$ cat config.mk
export PLATFORM = sky130hd
export DESIGN_NAME = urv_irq_ctrl
export DESIGN_NICKNAME = d
export VERILOG_FILES = /design/src/rtl/urv_irq_ctrl.sv
export SDC_FILE = /design/constraint.sdc
export NUM_CORES = 1
export LEC_CHECK = 0
export BUFFER_PORTS_ARGS = -buffer_cell sky130_fd_sc_hd__buf_2
export CORE_MARGIN = 2
export CORE_UTILIZATION = 44
export DETAILED_ROUTE_END_ITERATION = 7
export HOLD_SLACK_MARGIN = 0.06
export PLACE_DENSITY = 0.74
export SYNTH_ARGS = -nofsm -noshare
export SYNTH_HDL_FRONTEND = slang
export SYNTH_SLANG_ARGS = --single-unit
$ cat constraint.sdc
create_clock -name clk_i -period 1.4 [get_ports clk_i]
set_input_delay 0.21 -clock clk_i [delete_from_list [all_inputs] [get_ports clk_i]]
set_output_delay 0.21 -clock clk_i [all_outputs]
set_load 0.1 [all_outputs]
$ cat src/rtl/urv_irq_ctrl.sv
// urv_irq_ctrl - interrupt controller in front of the uRV exception unit.
//
// Synchronises N_IRQ external sources and latches them as pending, either on
// a rising edge or while the source is high, selected per source. Pending
// sources are masked with ENABLE, and the lowest index wins by fixed priority.
// The winner is requested on irq_o. The controller then tracks one in-service
// interrupt, from ack (exception taken) until eoi (eret retired).
//
// Ports
//   clk_i         system clock
//   rst_n_i       synchronous active-low reset
//   irq_src_i     raw interrupt sources (may be asynchronous)
//   cfg_we_i      register write strobe
//   cfg_addr_i    register select: 0 ENABLE, 1 PENDING (W1C), 2 EDGE, 3 STATUS
//   cfg_wdata_i   register write data
//   cfg_rdata_o   register read data, combinational on cfg_addr_i
//   irq_o         interrupt request to the core
//   irq_ack_i     core took the interrupt
//   eoi_i         end of interrupt
//   irq_id_o      id of the requested / in-service source
//   irq_active_o  an interrupt is in service
module urv_irq_ctrl #(
  parameter int unsigned N_IRQ = 8
) (
  input  logic             clk_i,
  input  logic             rst_n_i,
  input  logic [N_IRQ-1:0] irq_src_i,
  input  logic             cfg_we_i,
  input  logic [1:0]       cfg_addr_i,
  input  logic [31:0]      cfg_wdata_i,
  output logic [31:0]      cfg_rdata_o,
  output logic             irq_o,
  input  logic             irq_ack_i,
  input  logic             eoi_i,
  output logic [4:0]       irq_id_o,
  output logic             irq_active_o
);

  typedef enum logic [1:0] {
    S_IDLE    = 2'd0,
    S_REQ     = 2'd1,
    S_SERVICE = 2'd2
  } state_t;

  state_t           state_q, state_d;
  logic [4:0]       id_q, id_d;
  logic [4:0]       winner;
  logic             winner_found;

  logic [N_IRQ-1:0] s1_q, s2_q, s3_q;
  logic [N_IRQ-1:0] enable_q, edge_q, pending_q, pending_d;
  logic [N_IRQ-1:0] set_vec, w1c_vec, ack_clr, cand, id_onehot;
  logic             cand_any, cand_hit;

  // Bits of the write data beyond N_IRQ are ignored by every register.
  logic             unused_wdata;
  assign unused_wdata = &{1'b0, cfg_wdata_i};

  // Edge sources fire on a 0->1 transition of the synchronised signal. Level
  // sources fire on every cycle the synchronised signal is high.
  assign set_vec = (edge_q & s2_q & ~s3_q) | (~edge_q & s2_q);
  assign w1c_vec = (cfg_we_i && cfg_addr_i == 2'd1) ? cfg_wdata_i[N_IRQ-1:0] : '0;
  assign cand    = pending_q & enable_q;
  assign cand_any = |cand;

  // A one-hot form of id_q avoids indexing a narrow vector with a 5-bit id.
  always_comb begin
    id_onehot = '0;
    for (int unsigned i = 0; i < N_IRQ; i++)
      id_onehot[i] = (5'(i) == id_q);
  end
  assign cand_hit = |(cand & id_onehot);

  // Fixed priority: the lowest set index wins.
  always_comb begin
    winner       = '0;
    winner_found = 1'b0;
    for (int unsigned i = 0; i < N_IRQ; i++) begin
      if (cand[i] && !winner_found) begin
        winner       = 5'(i);
        winner_found = 1'b1;
      end
    end
  end

  always_comb begin
    state_d = state_q;
    id_d    = id_q;
    ack_clr = '0;
    case (state_q)
      S_IDLE: begin
        if (cand_any) begin
          state_d = S_REQ;
          id_d    = winner;
        end
      end
      S_REQ: begin
        // ack beats withdrawal. The id stays frozen while the request is up.
        if (irq_ack_i) begin
          state_d = S_SERVICE;
          ack_clr = id_onehot & edge_q;
        end else if (!cand_hit) begin
          state_d = S_IDLE;
        end
      end
      S_SERVICE: begin
        if (eoi_i)
          state_d = S_IDLE;
      end
      default: state_d = S_IDLE;
    endcase
  end

  // A new set event wins over a clear in the same cycle.
  assign pending_d = (pending_q & ~(w1c_vec | ack_clr)) | set_vec;

  always_ff @(posedge clk_i) begin
    if (!rst_n_i) begin
      s1_q      <= '0;
      s2_q      <= '0;
      s3_q      <= '0;
      enable_q  <= '0;
      edge_q    <= '0;
      pending_q <= '0;
      id_q      <= '0;
      state_q   <= S_IDLE;
    end else begin
      s1_q      <= irq_src_i;
      s2_q      <= s1_q;
      s3_q      <= s2_q;
      pending_q <= pending_d;
      id_q      <= id_d;
      state_q   <= state_d;
      if (cfg_we_i && cfg_addr_i == 2'd0)
        enable_q <= cfg_wdata_i[N_IRQ-1:0];
      if (cfg_we_i && cfg_addr_i == 2'd2)
        edge_q <= cfg_wdata_i[N_IRQ-1:0];
    end
  end

  assign irq_o        = (state_q == S_REQ);
  assign irq_active_o = (state_q == S_SERVICE);
  assign irq_id_o     = id_q;

  always_comb begin
    cfg_rdata_o = '0;
    case (cfg_addr_i)
      2'd0:    cfg_rdata_o[N_IRQ-1:0] = enable_q;
      2'd1:    cfg_rdata_o[N_IRQ-1:0] = pending_q;
      2'd2:    cfg_rdata_o[N_IRQ-1:0] = edge_q;
      default: cfg_rdata_o[5:0]       = {irq_active_o, irq_id_o};
    endcase
  end

endmodule

# After elaboration in Yosys (flattened, before gate mapping)
# Index checks and enable logic that the tools add are counted.
dict set report op_classes {
  n_mul 0
  div 0
  bitwise_logic 13
  eq_ne 14
  reduce_logical 24
  n_mux 24
  n_shift 0
  addsub 0
  order_cmp 0
}
# cell n
set ops {}
lappend ops {{$and A8 B8 Y8} 7}
lappend ops {{$mux W5} 6}
lappend ops {{$mux W8} 3}
lappend ops {{$not A8 Y8} 3}
lappend ops {{$or A8 B8 Y8} 3}
lappend ops {{$eq A3 B5 Y1 const A} 4}
lappend ops {{$pmux W6 S3} 1}
lappend ops {{$reduce_or A8 Y1} 2}
lappend ops {{$pmux W2 S3} 2}
lappend ops {{$eq A2 B5 Y1 const A} 2}
lappend ops {{$logic_and A1 B1 Y1} 10}
lappend ops {{$mux W1} 8}
lappend ops {{$mux W2} 4}
lappend ops {{$logic_not A1 Y1} 7}
lappend ops {{$eq A1 B5 Y1 const A} 1}
lappend ops {{$logic_not A5 Y1} 1}
lappend ops {{$eq A2 B1 Y1 const B} 2}
lappend ops {{$eq A2 B2 Y1 const B} 2}
lappend ops {{$logic_not A2 Y1} 2}
lappend ops {{$ne A2 B2 Y1 const B} 2}
lappend ops {{$ne A3 B3 Y1 const B} 1}
lappend ops {{$reduce_and A3 Y1} 1}
lappend ops {{$reduce_and A2 Y1} 1}
dict set report word_totals {
  in_bits 47
  mem_bits_rw 0
  register_bits 55
  rom_bits 0
  n_memories 0
  out_inout_bits 39
  latch_bits 0
}

# Logic depth before layout (Yosys ltp)
# Gate-level depths: netlist of run 1.
dict set report logic_depth {
  ltp_word 23
  depth_mapped 6
  ltp_nobuf 4
}

# Least setup slack after synthesis of run 1
# No wires, ideal clock.
dict set report synth_path {
  path_kind {register -> output}
  startpoint {register state_q[1]}
  endpoint {output cfg_rdata_o[5]}
  path_stages_with_launch 3
  t_arrival_ns 2.656
  slack_ns -1.466
  path_cell_list {dfxtp_1 nor2b_1 mux4_2}
}
dict set report synth_between {
  elab_chain_len 2
}
# item line
set synth_rtl {}
lappend synth_rtl {{from (decl)} 45} ;# state_t state_q, state_d;
lappend synth_rtl {{from (signal assigned)} 133} ;# state_q <= state_d;
lappend synth_rtl {{$eq A2 B2 Y1} 142} ;# assign irq_active_o = (state_q == S_SERVICE);
lappend synth_rtl {{via irq_active_o} 36} ;# output logic irq_active_o
lappend synth_rtl {{$pmux W6 S3} 147} ;# case (cfg_addr_i)
lappend synth_rtl {{to (decl)} 31} ;# output logic [31:0] cfg_rdata_o,
# The timed path passes the listed nets, and every way through them passes these cells.

# Worst setup path after layout of run 1
dict set report layout_path {
  startpoint {register state_q[1]}
  endpoint {output cfg_rdata_o[5]}
}
dict set report layout_between {
  elab_chain_len 2
}
# item line
set layout_rtl {}
lappend layout_rtl {{$eq A2 B2 Y1} 142}
lappend layout_rtl {{$pmux W6 S3} 147}
# No other way between the ends.

==> run_results.csv, run 1 <==
group,metric,value,unit
synth,yosys_register_bits,53,
synth,ys_warn_count,0,
synth,netlist_area,0.00246,mm2
setup_path,path_buf_inv,1,
status,status,"finished, violations left",
power_and_ir_drop,swShare,38.8,%
floorplanning,dieArea,0.00620,mm2
setup_path,path_cells,"nor2b_4, mux4_2, buf_6",
setup_path,critical_path.top_delay_family,"multiplexers",
placed_design,place_inst,391,
synth,synthSimpleGateAreaFrac,20.7,%
cells_and_area,multi_input_comb_area,0.00134,mm2
cells_and_area,nFillCells,473,
clock_network,cts_buffers,5,
synth,synth_top_area_share,43.2,%
detailed_routing,drcViolationCount,0,
power_and_ir_drop,peakVddDrop,0.803,mV
clock_network,clock_latency,300,ps
cells_and_area,layout_common_cells,"39 x nand2_1, 37 x dfxtp_1, 26 x conb_1",
cells_and_area,finalNetCount,374,
setup_path,regToRegEndpoint,"pending_q[4]",
setup_path,critPathMaxStageDelay,490,ps
global_routing,grt_max_degree,37,
synth,synth_top_family_by_area,"simple AND/OR/NAND/NOR gates",
synth,yosysSeqAreaShare,43.2,%
global_routing,grt_usage,18.2,%
sta,fmax,0.604,GHz
sta,layout_setup_ws,-256,ps
sta,skew,3.95,ps
setup_path,worst-r2r-setup-slack,20,ps
setup_path,start_kind,"flop",
placed_design,dpl.hpwl,4010,um
setup_path,crit_required,1190,ps
floorplanning,start_util,45.2,%
floorplanning,die_y,78.7,um
setup_path,crit_fanout,2,
setup_path,r2r_start,"state_q[1]",
setup_path,cp-end-kind,"output port",
cells_and_area,area_growth_syn_to_layout,31.9,%
setup_path,critical_path_arrival,1450,ps
detailed_routing,vias,2076,
cells_and_area,postLayoutCoreUtil,59.6,%
sta,setup_viol,4,
hold_path,hold_class,"in -> reg",
synth,synth_edf_count,0,
power_and_ir_drop,p_leak,1.36,nW
detailed_routing,firstDrtPassIters,4,
power_and_ir_drop,p_sw,0.00163,W
detailed_routing,final_antenna_net_count,0,
power_and_ir_drop,clkPwrFrac,21.7,%
synth,synth_xor_xnor_area_share,0,%
clock_network,cts_tree,"yes",
global_routing,grt-ovfl-total,0,
cells_and_area,seqCellArea,0.00109,mm2
hold_path,min_from,"irq_src_i[1]",
synth,synth_adder_area_share,0,%
sta,period_share,118,%
sta,final_hold_viol_count,0,
hold_path,worstHoldPathCells,2,
clock_network,clockRootBuffer,"clkbuf_8",
floorplanning,core,0.00544,mm2
floorplanning,die-width,78.7,um
cells_and_area,instances_no_fill,400,
clock_network,cts.sinks,53,
synth,synthArstFlopShare,0,%
placed_design,portBuffers,35,
power_and_ir_drop,intPower,0.00257,W
cells_and_area,mostFrequentLayoutCell,"nand2_1",
synth,yosys-mux-area-fraction,8.55,%
synth,ys_types,39,
sta,fin_crit,1660,ps
detailed_routing,drt_iter0_markers,185,
cells_and_area,drive_gt1_share,34.8,%
sta,rsz0062_at_grt,"yes",
sta,slew_violations,0,
synth,netlist_top_cells_area,"dfxtp_1 43%, buf_4 8.6%, nand2_1 6.1%, mux2i_1 4.9%, and2_1 4.1%",
clock_network,htree_levels,2,
status,violations,"setup timing",
detailed_routing,avgRoutedWirePerCell,13.9,um
hold_path,holdPathEnd,"s1_q[1]",
job,cap_violations,0,
floorplanning,num_io_pins,86,
clock_network,cts_buffer_depth,2,
setup_path,r2r_cells,5,
synth,synth_compound_area_share,15.5,%
floorplanning,rows,27,
synth,synthCells,272,
power_and_ir_drop,pwr_density_cell,1290,mW/mm2
synth,synth_area_leader_cell,"dfxtp_1",
clock_network,clk_pin_slew,100,ps
global_routing,grt_pass1_wl,8950,um
synth,avgSynthCellArea,9.03,um2
placed_design,place.gp.congestion,0.843,
setup_path,worst-setup-path-type,"reg -> out",
detailed_routing,vias_per_cell,5.19,
power_and_ir_drop,power_frac_comb,36.9,%
synth,synth_ff_type,"dfxtp_1",
global_routing,antenna_found_initial,0,
cells_and_area,num_antenna_cells,0,
power_and_ir_drop,pwr-share-seq,41.4,%
detailed_routing,drt_wl_total,5540,um
setup_path,cp_slowest_cell,"mux4_2",
global_routing,grt_pass1_vias,1839,
-- registers in the layout (all words and copies together) (netlist names) --
signal and flops:
s1_q 8, s3_q 8, enable_q 8, s2_q 8, state_q 2, pending_q 8, edge_q 8, irq_id_o 3
-- repair_timing --
item                                   in CTS  in global routing
endpoints found under the hold margin       0                  0
setup endpoints to repair                  11                 20
hold buffers                                0                  0
setup buffers                               2                  1
cloned                                      0                  0
pin swaps                                   4                  6
gates resized for setup                    31                 25
-- metal layers --
| layer | up-vias | GRT usage [%] | wire length (um) |
|---|---|---|---|
| li1 | 1000 | - | - |
| met1 | 985 | 24.6 | 2420 |
| met2 | 86 | 30.9 | 2770 |
| met3 | 5 | 2.73 | 322 |
| met4 | 0 | 3.68 | 27 |
| met5 | - | 0 | 0 |
-- worst register-to-register path, stage by stage, from the launching register on --
cell and delay, ps:
dfxtp_2 330, buf_4 140, and3b_2 300, nand2_2 110
o31ai_1 220, o221ai_1 150
-- cells by family (layout without fill, tap and decap cells) --
family          after synthesis  after routing
compound gates               54             54
flops                        53             53
simple gates                100            100
buf+inv                      48             79
mux                          16             16
other cells                   1             26
-- worst max path at each step --
stage,from,depth (start not counted),end,slack (ps)
final,state_q[1],3,cfg_rdata_o[5],-260
after global routing,state_q[1],3,cfg_rdata_o[5],-290
after CTS,state_q[1],3,cfg_rdata_o[5],-260
after detailed placement,cfg_addr_i[0],3,cfg_rdata_o[5],-120
after global placement,cfg_addr_i[0],3,cfg_rdata_o[0],-120
after floorplan,state_q[1],2,cfg_rdata_o[5],-420
-- metrics by stage --
stage / setup TNS (ps) / hold slack (ps) / setup WS, ps / cell area (um2) / total power, W
finish: -741 / 110 / -256 / 3240 / 0.00420
global route: -997 / 105 / -289 / 3240 / 0.00438
CTS: -760 / 98.3 / -257 / 3150 / 0.00413
detailed placement: -1110 / 419 / -121 / 2960 / 0.00314
global placement: -801 / 413 / -124 / 2960 / 0.00312
floorplan: -876 / 337 / -418 / 2640 / 0.00283
-- layout make-up --
| cell class | count | share of cell area (%) |
|---|---|---|
| tap | 72 | 2.78 |
| clock buffer | 6 | 2.55 |
| multi-input combinational | 196 | 41.4 |
| timing repair buffer | 63 | 18.1 |
| clock inverter | 2 | 0.541 |
| sequential | 53 | 33.7 |
| inverter | 8 | 0.927 |
-- synth_stat cells, types with 2 or more instances --
cell / n
dfxtp_1: 53
nand2_1: 40
buf_4: 28
and2_1: 16
mux2i_1: 12
o21ai_0: 12
nor2b_1: 11
a21oi_1: 10
nand3_1: 10
nor2_1: 10
a21boi_0: 8
inv_1: 8
o221ai_1: 8
buf_2: 7
clkbuf_1: 5
mux4_2: 4
nand2b_1: 3
o31ai_1: 3
a221o_1: 2
and3b_1: 2
o221a_2: 2
-- power groups by stage --
| stage | Combinational (W) | Sequential, W | Clock (W) |
|---|---|---|---|
| floorplan | 0.000979 | 0.00185 | 0 |
| global placement | 0.00137 | 0.00175 | 0 |
| detailed placement | 0.00138 | 0.00176 | 0 |
| CTS | 0.00147 | 0.00172 | 0.000932 |
| global route | 0.00162 | 0.00175 | 0.00100 |
| finish | 0.00155 | 0.00174 | 0.000910 |
Note: power is estimated with default switching activity, not from simulation.
==> inputs of run 2 (changes only) <==
Settings changed: ABC_AREA set to 1.
==> run_results.csv, run 2 <==
group,metric,value,unit
status,status,"completed",
setup_path,worst-setup-path-type,"reg -> out",
global_routing,grt-ovfl-total,0,
setup_path,path_cells,"inv_2, nor2_4, nand2_1, nand4_1, buf_12",
synth,ys_warn_count,0,
clock_network,cts_buffers,5,
clock_network,cts_tree,"yes",
floorplanning,rows,27,
setup_path,crit_fanout,3,
detailed_routing,vias,2151,
global_routing,grt_pass1_vias,1921,
setup_path,regToRegEndpoint,"irq_id_o[0]",
floorplanning,dieArea,0.00625,mm2
clock_network,clockRootBuffer,"clkbuf_8",
floorplanning,die-width,79.0,um
setup_path,critPathMaxStageDelay,340,ps
detailed_routing,avgRoutedWirePerCell,11.0,um
sta,slew_violations,0,
setup_path,r2r_cells,6,
setup_path,crit_required,1190,ps
clock_network,clk_pin_slew,90,ps
sta,final_hold_viol_count,0,
clock_network,clock_latency,300,ps
global_routing,grt_pass1_wl,8530,um
placed_design,portBuffers,35,
synth,synth_area_leader_cell,"dfxtp_1",
clock_network,htree_levels,2,
sta,skew,6.64,ps
synth,synthCells,356,
setup_path,critical_path_arrival,1150,ps
sta,fin_crit,1360,ps
detailed_routing,drt_iter0_markers,184,
floorplanning,die_y,79.0,um
setup_path,endpoint,"cfg_rdata_o[5]",
cells_and_area,mostFrequentLayoutCell,"nand2_1",
synth,yosysSeqAreaShare,42.8,%
global_routing,grt_max_degree,27,
sta,fmax,0.734,GHz
synth,ys_types,25,
global_routing,grt_usage,17.6,%
power_and_ir_drop,p_leak,1.53,nW
power_and_ir_drop,pwr_density_cell,1130,mW/mm2
clock_network,cts.sinks,53,
clock_network,cts_hold_buf,0,
placed_design,place.gp.congestion,0.925,
placed_design,dpl.hpwl,3710,um
cells_and_area,instances_no_fill,469,
sta,period_share,97.3,%
setup_path,setup.worst_path.start,"state_q[1]",
floorplanning,start_util,45.3,%
sta,setup_tns,0,ps
setup_path,cp_num_cells,5,
synth,netlist_top_cells_area,"dfxtp_1 43%, nand2_1 16%, buf_4 7.9%, inv_1 7.4%, o21ai_0 4.6%",
setup_path,cp_slowest_cell,"dfxtp_2",
power_and_ir_drop,p_total,0.00332,W
synth,synth_ff_type,"dfxtp_1",
synth,netlist_area,0.00248,mm2
hold_path,min_from,"irq_src_i[7]",
placed_design,place_inst,459,
detailed_routing,vias_per_cell,4.59,
synth,yosys_register_bits,53,
setup_path,worst-r2r-setup-slack,180,ps
setup_path,start_kind,"flop",
synth,yosysMostFrequentCell,"nand2_1",
cells_and_area,finalNetCount,444,
synth,avgSynthCellArea,6.96,um2
cells_and_area,area_growth_syn_to_layout,18.7,%
floorplanning,num_io_pins,86,
floorplanning,core,0.00547,mm2
setup_path,r2r_start,"pending_q[0]",
setup_path,cp-end-kind,"output port",
sta,rsz0062_at_grt,"yes",
cells_and_area,num_antenna_cells,0,
clock_network,cts_buffer_depth,2,
cells_and_area,layout_common_cells,"108 x nand2_1, 48 x dfxtp_1, 47 x inv_1",
synth,synth_top_area_share,42.8,%
sta,setup_viol,0,
setup_path,critical_path.top_delay_family,"flip-flops",
cells_and_area,drive_gt1_share,18.4,%
detailed_routing,drt_wl_total,5160,um
job,cap_violations,0,
hold_path,hold_class,"in -> reg",
detailed_routing,firstDrtPassIters,5,
synth,synthTopCellsByCount,"108 x nand2_1, 53 x dfxtp_1, 49 x inv_1",
detailed_routing,final_antenna_net_count,0,
synth,synthArstFlopShare,0,%
power_and_ir_drop,peakVddDrop,0.743,mV
global_routing,antenna_found_initial,0,
synth,synth_edf_count,0,
setup_path,path_buf_inv,2,
detailed_routing,drcViolationCount,0,
## run 2: cell count changes in the layout (fill, tap and decap cells not counted), sizes merged, moves of 12 or more
cell	change
buf	-22
nor2	+22
o21ai	+15
nand2	+70
inv	+43
mux2i	-12
nand3	+12
and2	-16
## run 2: logic make-up after synthesis
group	after synthesis	share of synthesized area, %
AOI/OAI and AO/OA	41	8.79
buffers and inverters	85	17.7
DFF	53	42.8
other	1	0.151
and+or+nand+nor	176	30.5
## run 2: final cells by class
class	instances	area (um2)
clock buffers	7	86.3
inverters	52	195
fillers	533	2530
well taps	72	90.1
repair buffers	42	393
flip-flops and latches	53	1070
multi-input cells	243	1100
## run 2: repair_timing
item,4_1_cts,5_1_grt
buffers inserted,1,2
pin swaps,1,2
gates resized for setup,1,2
hold endpoints to repair,0,0
setup endpoints to repair,2,4
## run 2: report_power, final
group / internal, W / switching, W
clock network: 0.000393 / 0.000459
registers: 0.00158 / 0.0000511
logic: 0.000170 / 0.000668
total: 0.00214 / 0.00118
## run 2: worst min path at each step
stage,to,slack [ps],cells after the start
4_1_cts,s1_q[5],80,3
5_1_grt,s1_q[4],80,3
6_report,s1_q[7],90,3
2_1_floorplan,s1_q[0],310,2
3_3_place_gp,s1_q[3],390,3
3_5_place_dp,s1_q[5],390,3
## run 2: worst reg2reg max path: stages, from the launching register on
cell and delay, ps:
dfxtp_1 340, nand2_1 140, nand2_1 80, nor2_2 180, nand2_1 80, o21ai_0 190, a21oi_1 90
## run 2: stage by stage
stage,utilization [%],worst slack (ps),hold slack [ps],area (um2)
after floorplan,-,-516,308,2610
after global routing,53.7,-66.6,80.1,2940
final,53.7,37.4,87.1,2940
after CTS,53.4,7.35,77.6,2920
after global placement,51.6,92.7,389,2830
after detailed placement,51.6,77.4,394,2830
## run 2: metal layers
layer	global-route usage [%]	up-vias	part of all wire, %
li1	-	1127	-
met1	21.8	948	44
met2	29.3	71	48
met3	4.89	5	6.8
met4	6.55	0	1.2
met5	0	-	0
==> inputs of run 3 (changes only) <==
Settings changed: RECOVER_POWER set to 100.
==> run_results.csv, run 3 (synthesized netlist as in run 2, its figures left out) <==
group,metric,value,unit
status,status,"completed",
global_routing,grt_pass1_vias,1921,
setup_path,crit_fanout,3,
clock_network,cts.sinks,53,
sta,setup_viol,0,
power_and_ir_drop,power_frac_comb,24.5,%
detailed_routing,final_antenna_net_count,0,
placed_design,place.gp.congestion,0.925,
setup_path,critPathMaxStageDelay,340,ps
sta,fin_crit,1360,ps
global_routing,grt-ovfl-total,0,
clock_network,clockRootBuffer,"clkbuf_8",
setup_path,path_buf_inv,2,
clock_network,cts_buffers,5,
clock_network,cts_hold_buf,0,
detailed_routing,vias_per_cell,4.60,
cells_and_area,mostFrequentLayoutCell,"nand2_1",
setup_path,path_cells,"inv_2, nor2_4, nand2_1, nand4_1, buf_12",
power_and_ir_drop,intPower,0.00212,W
clock_network,clk_pin_slew,90,ps
sta,skew,5.71,ps
power_and_ir_drop,clkPwrFrac,25.9,%
floorplanning,core,0.00547,mm2
sta,rsz0062_at_grt,"yes",
floorplanning,die_y,79.0,um
detailed_routing,wl_met1,2340,um
setup_path,cp_slowest_cell,"dfxtp_2",
cells_and_area,num_antenna_cells,0,
sta,tightestPinTransition,614,ps
power_and_ir_drop,pwr_density_cell,1150,mW/mm2
cells_and_area,fin_area,0.00286,mm2
floorplanning,start_util,45.3,%
sta,whs,86.1,ps
power_and_ir_drop,swShare,35.6,%
global_routing,antenna_found_initial,0,
setup_path,crit_required,1190,ps
power_and_ir_drop,peakVddDrop,0.743,mV
global_routing,grt_pass1_wl,8530,um
floorplanning,num_io_pins,86,
detailed_routing,firstDrtPassIters,4,
clock_network,cts_buffer_depth,2,
global_routing,grt_max_degree,27,
sta,layout_setup_ws,39.8,ps
power_and_ir_drop,p_leak,1.50,nW
detailed_routing,vias,2158,
sta,period_share,97.2,%
setup_path,cp-end-kind,"output port",
cells_and_area,layout_common_cells,"110 x nand2_1, 49 x inv_1, 48 x dfxtp_1",
global_routing,grt_usage,17.6,%
detailed_routing,avgRoutedWirePerCell,11.0,um
clock_network,clock_latency,300,ps
sta,slew_violations,0,
detailed_routing,wl_met2,2460,um
detailed_routing,highest_layer,"met4",
setup_path,worst-setup-path-type,"reg -> out",
cells_and_area,finalNetCount,444,
placed_design,dpl.hpwl,3710,um
power_and_ir_drop,pwr-share-seq,49.6,%
setup_path,critical_path_arrival,1150,ps
placed_design,dpl-instance-area,0.00283,mm2
detailed_routing,drt_iter0_markers,219,
detailed_routing,drt_wl_total,5150,um
power_and_ir_drop,p_total,0.00329,W
setup_path,start_kind,"flop",
placed_design,portBuffers,35,
hold_path,hold_class,"in -> reg",
cells_and_area,postLayoutCoreUtil,52.2,%
power_and_ir_drop,p_sw,0.00117,W
clock_network,cts_tree,"yes",
job,cap_violations,0,
detailed_routing,wl_met3,299,um
detailed_routing,drcViolationCount,0,
sta,relSlewSlack,59.0,%
setup_path,critical_path.top_delay_family,"flip-flops",
clock_network,htree_levels,2,
cells_and_area,drive_gt1_share,16.6,%
placed_design,post-place-ws,77.4,ps
floorplanning,die-width,79.0,um
floorplanning,rows,27,
cells_and_area,area_growth_syn_to_layout,15.3,%
sta,fmax,0.735,GHz
sta,final_hold_viol_count,0,
floorplanning,dieArea,0.00625,mm2
## run 3: path summary, 6_finish.rpt
path	cells past startpoint	end	start	slack [ps]
setup / recovery	5	cfg_rdata_o[5]	state_q[1]	40
hold / removal	3	s1_q[7]	irq_src_i[7]	90
hold reg to reg	2	s2_q[3]	s1_q[3]	420
setup reg to reg	6	irq_id_o[0]	pending_q[0]	120
## run 3: stage by stage
step	cells	setup TNS (ps)
floorplan	381	-1330
global route	469	-258
global placement	459	0
finish	469	0
CTS	467	0
detailed placement	459	0
## run 3: layout make-up
type                    count  area [um2]
clock buffers               7        86.3
repair buffers             42         323
inverters                  52         195
well taps                  72        90.1
fillers                   555        2620
multi-input cells         243        1090
flip-flops and latches     53        1070
## run 3: tightest hold or removal path: cells and delay by family
| kind | cells | cell delay [ps] |
|---|---|---|
| and+or+nand+nor | 1 | 40 |
| buffers and inverters | 2 | 110 |
## run 3: repair_timing
item	in CTS	in global routing
pin swaps	1	2
gates resized for setup	1	2
setup endpoints to repair	2	4
setup buffers	1	2
## run 3: power groups by stage
stage	Combinational [W]	Sequential, W	Clock (W)
floorplan	0.000665	0.00171	0
global placement	0.000821	0.00167	0
CTS	0.000830	0.00163	0.000876
detailed placement	0.000828	0.00167	0
finish	0.000808	0.00163	0.000852
global route	0.000858	0.00164	0.000949
## run 3: layer usage
| layer | vias up | GRT usage, % |
|---|---|---|
| met3 | 5 | 4.89 |
| met5 | - | 0 |
| met2 | 64 | 29.3 |
| li1 | 1126 | - |
| met1 | 963 | 21.8 |
| met4 | 0 | 6.55 |
